### config.mk
export PLATFORM = sky130hd
export DESIGN_NAME = pipe_stage_chain
export DESIGN_NICKNAME = d
export VERILOG_FILES = /design/src/rtl/pipe_stage_chain.sv
export SDC_FILE = /design/constraint.sdc
export NUM_CORES = 1
export LEC_CHECK = 0
export BUFFER_PORTS_ARGS = -buffer_cell sky130_fd_sc_hd__buf_2
export CORE_MARGIN = 2
export CORE_UTILIZATION = 50
export DETAILED_ROUTE_END_ITERATION = 8
export GPL_TIMING_DRIVEN = 0
export PLACE_DENSITY_LB_ADDON = 0.25
export REMOVE_ABC_BUFFERS = 1
export SLEW_MARGIN = 25
export SYNTH_ARGS = -nofsm -noshare
export SYNTH_HDL_FRONTEND = slang
export SYNTH_SLANG_ARGS = --single-unit
### constraint.sdc
create_clock -name clk -period 6.5 [get_ports clk]
set_clock_uncertainty 0.1 [all_clocks]
set_input_delay 1.3 -clock clk [delete_from_list [all_inputs] [get_ports clk]]
set_output_delay 1.3 -clock clk [all_outputs]
set_load 0.02 [all_outputs]
### src/rtl/pipe_stage_chain.sv
// pipe_stage_chain: elastic chain of DEPTH pipeline registers, each WIDTH bits wide
// and each with its own valid bit. It supports valid/ready backpressure, a global
// stall, a per-stage flush and bubble collapsing.
//
// Ports:
//   clk, rst_n             rising-edge clock, async active-low reset
//   in_valid/in_data       upstream payload; in_ready = stage 0 can accept this cycle
//   out_valid/out_data     stage DEPTH-1 payload; out_ready = consumer accepts
//   stall                  freeze the whole chain (flush still applies)
//   flush_mask[k]          stage k is invalid after this edge
//   occupancy              count of valid stages (registered)
//   perf_stall/perf_bubble saturating performance counters
//
// Optional feature: define PIPE_PERF_CNT_EN to build the performance counters.
// When it is undefined, both counters are tied to zero and no counter flops exist.
module pipe_stage_chain #(
    parameter int unsigned     WIDTH      = 32,
    parameter int unsigned     DEPTH      = 4,
    parameter logic [WIDTH-1:0] RESET_DATA = '0
) (
    input  logic                         clk,
    input  logic                         rst_n,
    input  logic                         in_valid,
    input  logic [WIDTH-1:0]             in_data,
    output logic                         in_ready,
    output logic                         out_valid,
    output logic [WIDTH-1:0]             out_data,
    input  logic                         out_ready,
    input  logic                         stall,
    input  logic [DEPTH-1:0]             flush_mask,
    output logic [$clog2(DEPTH+1)-1:0]   occupancy,
    output logic [31:0]                  perf_stall,
    output logic [31:0]                  perf_bubble
);

    localparam int unsigned OCC_W = $clog2(DEPTH + 1);

    logic [DEPTH-1:0] valid_q;
    logic [DEPTH-1:0] valid_nxt;
    logic [WIDTH-1:0] data_q   [DEPTH];
    logic [WIDTH-1:0] src_data [DEPTH];
    logic [DEPTH-1:0] src_valid;
    logic [DEPTH-1:0] rdy;
    logic [DEPTH-1:0] load;
    logic [OCC_W-1:0] occ_q;
    logic [OCC_W-1:0] occ_nxt;
    logic             rdy_out;

    // Each stage's source: stage 0 takes the upstream port, others the previous stage.
    always_comb begin
        src_valid    = '0;
        src_valid[0] = in_valid;
        src_data[0]  = in_data;
        for (int k = 1; k < int'(DEPTH); k++) begin
            src_valid[k] = valid_q[k-1];
            src_data[k]  = data_q[k-1];
        end
    end

    // Stage k is ready when any stage at or beyond k is empty, or the consumer drains.
    // The hole accumulator is the unrolled form of rdy[k] = ~valid[k] | rdy[k+1].
    always_comb begin
        logic hole;
        rdy_out = out_ready & ~stall;
        rdy     = '0;
        load    = '0;
        hole    = rdy_out;
        for (int k = int'(DEPTH) - 1; k >= 0; k--) begin
            hole    = hole | ~valid_q[k];
            rdy[k]  = hole;
            load[k] = hole & ~stall;
        end
    end

    // Next valid bits: a load copies the source valid, and a flush overrides both load and hold.
    always_comb begin
        valid_nxt = valid_q;
        occ_nxt   = '0;
        for (int k = 0; k < int'(DEPTH); k++) begin
            if (load[k]) begin
                valid_nxt[k] = src_valid[k];
            end
            if (flush_mask[k]) begin
                valid_nxt[k] = 1'b0;
            end
        end
        for (int k = 0; k < int'(DEPTH); k++) begin
            occ_nxt = occ_nxt + OCC_W'(valid_nxt[k]);
        end
    end

    // Stage registers. Data only moves with a valid payload, so stale contents stay stable.
    always_ff @(posedge clk or negedge rst_n) begin
        if (!rst_n) begin
            valid_q <= '0;
            occ_q   <= '0;
            for (int k = 0; k < int'(DEPTH); k++) begin
                data_q[k] <= RESET_DATA;
            end
        end else begin
            valid_q <= valid_nxt;
            occ_q   <= occ_nxt;
            for (int k = 0; k < int'(DEPTH); k++) begin
                if (load[k] && src_valid[k]) begin
                    data_q[k] <= src_data[k];
                end
            end
        end
    end

    assign in_ready  = rdy[0] & ~stall;
    assign out_valid = valid_q[DEPTH-1] & ~stall;
    assign out_data  = data_q[DEPTH-1];
    assign occupancy = occ_q;

`ifdef PIPE_PERF_CNT_EN
    logic [31:0] stall_cnt_q;
    logic [31:0] bubble_cnt_q;
    logic        bubble_cyc;

    // A bubble is a cycle where the consumer could take data but none is presented.
    assign bubble_cyc = out_ready & ~out_valid & ~stall;

    // Saturating event counters.
    always_ff @(posedge clk or negedge rst_n) begin
        if (!rst_n) begin
            stall_cnt_q  <= '0;
            bubble_cnt_q <= '0;
        end else begin
            if (stall && (stall_cnt_q != 32'hFFFF_FFFF)) begin
                stall_cnt_q <= stall_cnt_q + 32'd1;
            end
            if (bubble_cyc && (bubble_cnt_q != 32'hFFFF_FFFF)) begin
                bubble_cnt_q <= bubble_cnt_q + 32'd1;
            end
        end
    end

    assign perf_stall  = stall_cnt_q;
    assign perf_bubble = bubble_cnt_q;
`else
    assign perf_stall  = 32'h0;
    assign perf_bubble = 32'h0;
`endif

endmodule

==> flow_summary.ini, run 1 <==
[outcome]
outcome = finished, final reports clean

[die]
start_util = 0.5080
dieHeight_um = 114.0
fp.coreArea_um2 = 11910
ioPinCount = 142
die_w_um = 114.0
dieArea_um2 = 13000
placementRows = 40

[power]
powerDensity_nw_per_um2 = 358.5
clkPwrFrac = 0.394
comb_power_share = 0.137
intPower_mw = 1.820
p_sw_frac = 0.2398
vdd_drop_max_uv = 225.6
p_sw_mw = 0.5743
seqPwrFrac = 0.469
p_leak_nw = 3.458

[final_layout]
fill_cells = 1011
stdcell_count = 617
seq_area_um2 = 3378
antenna_cells = 0
fin_nets = 501
drive_gt1_frac = 0.4936
synthToLayoutAreaGrowth_pct = 10.38
multi_input_area_um2 = 2009

[global_routing]
use_met1 = 0.1933
antenna_found_initial = 0
grt-ovfl-total = 0
grtUsageMet3 = 0.05739
grt_usage = 0.1504
use_met2 = 0.2270
grt_first_pass_wirelength_um = 14730
grt_pass1_vias = 2951
grt_max_degree = 71
busiest_layer = met2

[worst_setup_path]
crit_fanout = 4
path_buf_inv = 2
required_ns = 5.10
worstSetupStartpointType = input port
cp_slowest_cell = and4b_1
crit_cells = 4
cpMostUsedCell = buf_2
critPathTopFamily = simple AND/OR/NAND/NOR gates
endpoint_kind = output pin
max_stage_delay_ns = 0.33
crit_arrival_ns = 1.99
path_class = in2out
crit_chain = buf_2 -> and4b_1 -> a21oi_1 -> buf_2
reg2reg_depth = 7

[synth]
yosysTopAreaCell = dfrtp_1
syn_inst = 405
yosysSeqAreaShare = 0.5583
syn-cell-area_um2 = 6051
ys_warn_count = 0
syn_area_per_cell_um2 = 14.94
ys_seq_elements = 135
synth_top_cell_area_share = 0.5583
synthTopCellsByArea = dfrtp_1, mux2_2, buf_4, mux2_4, mux2_1
ys_types = 25

[clock_network]
cts_buffers = 17
clk_pin_slew_ns = 0.06
clock_path_buffers = 2
cts_root_buf = clkbuf_16
clkLatencyLatePin_ns = 0.41
clock-sinks = 135
ctsHoldBuffers = 0
cts_tree = done
cts_setup_buffers = 0
h-tree-depth = 4
cts_resized = 0

[drt]
first_iter_violations = 111
drc = 0
viasPerCell = 4.695
num_vias = 2897
routed_wl_um = 8974
ant_nets = 0
wl_per_cell_um = 14.54
drt_pre_antenna_iters = 4

[placed_design]
portBuffers = 77
place_inst = 585
gp_congestion = 0.7174
place_hpwl_um = 5800

[sta]
hold_violations = 0
finalCriticalPeriod_ns = 3.394
rsz0062_at_grt = no
slew_headroom = 0.5198
tightest_slew_ns = 0.7203
setup_violations = 0
fmax_ghz = 0.2946
period_share = 0.5222
setup_tns_ns = 0
slew_viol_final = 0

[hold_path]
hold_path.class = reg2reg
min_path_cells = 1

[flow_run]
max_cap_viol_count = 0
[flip-flops by register name, indices dropped and copies added, names as in the netlist]
name and count:
valid_q 4, occupancy 3, data_q 96, out_data 32
[cell type report]
cell class,count,share of cell area
clock buffer,24,0.07362
clock inverter,8,0.01424
multi-input combinational,218,0.3009
timing repair buffer,81,0.07568
inverter,4,0.002248
sequential,135,0.5058
tap,147,0.02754
[power by group through the flow]
| stage | combinational [mW] | clock (mW) | sequential (mW) |
|---|---|---|---|
| 6_report | 0.328 | 0.942 | 1.12 |
| 5_1_grt | 0.361 | 1.00 | 1.15 |
| 4_1_cts | 0.334 | 0.963 | 1.13 |
| 3_5_place_dp | 0.333 | 0 | 1.14 |
| 3_3_place_gp | 0.315 | 0 | 1.13 |
| 2_1_floorplan | 0.225 | 0 | 1.14 |
[worst paths after layout]
kind	slack [ns]	endpoint	start
max	3.11	in_ready	out_ready
min	0.37	data_q[70]$_DFFE_PN0P_	data_q[102]$_DFFE_PN0P_
max reg2reg	4.15	occupancy[1]$_DFF_PN0_	valid_q[2]$_DFF_PN0_
min reg2reg	0.37	data_q[70]$_DFFE_PN0P_	data_q[102]$_DFFE_PN0P_
max in group asynchronous	4.87	data_q[71]$_DFFE_PN0P_	rst_n
min in group asynchronous	0.73	data_q[95]$_DFFE_PN0P_	rst_n
[routing by layer]
| metal | vias up | part of all wire |
|---|---|---|
| met5 | - | 0 |
| met4 | 0 | 0.017 |
| met3 | 11 | 0.064 |
| met2 | 91 | 0.48 |
| met1 | 1477 | 0.44 |
| li1 | 1318 | - |
[worst reg2reg max path, stage by stage, from the launching register on]
cell	delay, ns
dfrtp_1	0.45
and4b_1	0.32
o21ai_0	0.12
a21o_1	0.22
fa_1	0.53
inv_1	0.04
ha_1	0.17
ha_1	0.28
[placed cells by master, fill, tap and decap left out, drive strengths merged]
cell	Yosys	routed
o21ai	3	3
nand4b	1	1
clkinv	0	4
and2b	1	1
nand2b	5	5
buf	111	81
mux2	128	128
a31o	1	1
nor2b	1	1
conb	1	64
bufinv	0	2
clkbuf	0	24
and4b	1	1
inv	4	4
dfrtp	135	135
nand2	1	1
clkinvlp	0	2
or2	1	1
fa	1	1
ha	2	2
a21oi	5	5
a21o	3	3
[cells by family after synthesis]
logic type	share of synthesized area
simple gates	0.01344
fa+ha+maj	0.007444
other cells	0.0006198
mux	0.2568
compound gates	0.01365
flops	0.5583
buf+inv	0.1497
[through the flow]
stage	utilization	cell area, um^2	worst slack [ns]	hold slack, ns	power (mW)
finish	0.5607	6679	3.106	0.3743	2.394
global route	0.5607	6679	3.060	0.4024	2.511
CTS	0.5607	6679	3.102	0.3790	2.424
detailed placement	0.5115	6092	3.112	0.3717	1.474
global placement	0.5008	5966	2.279	0.3582	1.442
floorplan	-	5396	3.197	0.3502	1.363
[cell usage after synthesis]
master,n
a21o_1,3
a21oi_1,4
a21oi_4,1
a31o_2,1
and2b_1,1
and4b_1,1
buf_12,3
buf_2,4
buf_4,96
buf_6,8
conb_1,1
dfrtp_1,135
fa_1,1
ha_1,2
inv_1,4
mux2_1,12
mux2_2,86
mux2_4,30
nand2_1,1
nand2b_1,4
nand2b_4,1
nand4b_1,1
nor2b_1,1
o21ai_0,3
or2_1,1
No activity file was read; power rests on OpenSTA's default activity.
==> run 2, diff against run 1 <==
--- a/config.mk
+++ b/config.mk
@@ -7,7 +7,7 @@
 export LEC_CHECK = 0
 export BUFFER_PORTS_ARGS = -buffer_cell sky130_fd_sc_hd__buf_2
 export CORE_MARGIN = 2
-export CORE_UTILIZATION = 50
+export CORE_UTILIZATION = 49
 export DETAILED_ROUTE_END_ITERATION = 8
 export GPL_TIMING_DRIVEN = 0
 export PLACE_DENSITY_LB_ADDON = 0.25
==> constraint.sdc (replaced) <==
create_clock -name clk -period 2.9 [get_ports clk]
set_clock_uncertainty 0.1 [all_clocks]
set_input_delay 0.58 -clock clk [delete_from_list [all_inputs] [get_ports clk]]
set_output_delay 0.58 -clock clk [all_outputs]
set_load 0.02 [all_outputs]
==> flow_summary.ini, run 2 (synthesis results as in run 1) <==
[drt]
drc = 0
ant_nets = 0
drt_pre_antenna_iters = 7
viasPerCell = 4.642
num_vias = 2864
routed_wl_um = 8908
first_iter_violations = 71
wl_per_cell_um = 14.44

[sta]
setup_tns_ns = 0
slew_headroom = 0.6116
period_share = 0.8062
slew_viol_final = 0
rsz0062_at_grt = no
hold_ws_ns = 0.008936
setup_violations = 0
hold_violations = 0
tightest_slew_ns = 0.5826
fmax_ghz = 0.4277
finalCriticalPeriod_ns = 2.338

[worst_setup_path]
max_stage_delay_ns = 0.53
cpMostUsedCell = ha_1
required_ns = 3.09
crit_arrival_ns = 2.53
cp_slowest_cell = fa_1
crit_fanout = 5
reg2reg_slack_ns = 0.56
endpoint_kind = flip-flop
worstSetupStartpointType = flip-flop
path_class = reg2reg
crit_chain = and4b_1 -> o21ai_0 -> a21o_1 -> fa_1 -> inv_1 -> ha_1 -> ha_1

[outcome]
outcome = finished, final reports clean

[power]
p_leak_nw = 3.447
intPower_mw = 3.898
finalPower_mw = 5.135
p_sw_frac = 0.2410
comb_power_share = 0.144
powerDensity_nw_per_um2 = 773.5
seqPwrFrac = 0.490
vdd_drop_max_uv = 460.8
p_sw_mw = 1.237
clkPwrFrac = 0.367

[clock_network]
ctsHoldBuffers = 0
clkLatencyLatePin_ns = 0.41
clk_pin_slew_ns = 0.05
cts_tree = done
cts_root_buf = clkbuf_16
clock_path_buffers = 2
cts_resized = 0
cts_buffers = 17
cts_setup_buffers = 0
h-tree-depth = 4
clock-sinks = 135

[global_routing]
grt_first_pass_wirelength_um = 14640
grt_usage = 0.1485
grt-ovfl-total = 0
grt_max_degree = 73
grt_pass1_vias = 2911
antenna_found_initial = 0

[placed_design]
place_hpwl_um = 6078
gp_congestion = 0.6863
place_inst = 587
portBuffers = 77

[final_layout]
drive_gt1_frac = 0.4894
fill_cells = 1015
antenna_cells = 0
largest_register_ffs = 96
synthToLayoutAreaGrowth_pct = 9.719
seq_area_um2 = 3378
stdcell_count = 617
final_common_cell = dfrtp_1
fin_nets = 503
fin_util = 0.5527
multi_input_area_um2 = 2009
layout.cells.most_common_list = dfrtp_1, mux2_2, buf_2
regMostFlops = data_q

[die]
start_util = 0.5037
dieArea_um2 = 13250
fp.coreArea_um2 = 12010
dieHeight_um = 115.1
die_w_um = 115.1
ioPinCount = 142
placementRows = 40

[flow_run]
max_cap_viol_count = 0

[hold_path]
hold_path.class = in2async
==> run 2: power by group through the flow <==
| stage | clock network, mW | logic [mW] | registers, mW |
|---|---|---|---|
| finish | 1.88 | 0.738 | 2.51 |
| global route | 2.02 | 0.809 | 2.57 |
| CTS | 1.94 | 0.753 | 2.52 |
| detailed placement | 0 | 0.751 | 2.55 |
| global placement | 0 | 0.705 | 2.53 |
| floorplan | 0 | 0.505 | 2.55 |
==> run 2: per-stage QoR <==
stage | cell area [um^2] | worst slack (ns)
floorplan | 5396 | 0.3831
global placement | 5966 | -0.6156
detailed placement | 6120 | 0.2676
CTS | 6639 | 0.5562
global route | 6639 | 0.4326
finish | 6639 | 0.5619
==> run 2: worst max-delay path: cells and delay by family (launching register included) <==
family	cells	cell delay (ns)
compound gates	2	0.35
fa+ha+maj	3	0.96
buf+inv	1	0.04
flops	1	0.44
simple gates	1	0.32
==> run 2: worst paths after layout <==
path / startpoint / endpoint / cells after the start
worst max-delay path: valid_q[2]$_DFF_PN0_ / occupancy[1]$_DFF_PN0_ / 7
worst min-delay path: rst_n / data_q[76]$_DFFE_PN0P_ / 1
worst max register to register: valid_q[2]$_DFF_PN0_ / occupancy[1]$_DFF_PN0_ / 7
worst min register to register: data_q[100]$_DFFE_PN0P_ / data_q[100]$_DFFE_PN0P_ / 1
max in group asynchronous: rst_n / data_q[45]$_DFFE_PN0P_ / 2
min in group clk: flush_mask[2] / valid_q[2]$_DFF_PN0_ / 2
==> run 2: layer usage <==
metal,part of all wire,up-vias,global-route usage
met3,0.056,14,0.05482
met4,0.020,0,0.06747
met2,0.49,92,0.2255
met5,0,-,0
met1,0.44,1441,0.1911
li1,-,1317,-
==> run 2: cell type report <==
type	count	area share
Multi-Input combinational cell	218	0.3027
Tap cell	147	0.02770
Timing Repair Buffer	83	0.08029
Sequential cell	135	0.5089
Inverter	4	0.002262
Clock buffer	26	0.07520
Clock inverter	4	0.003015
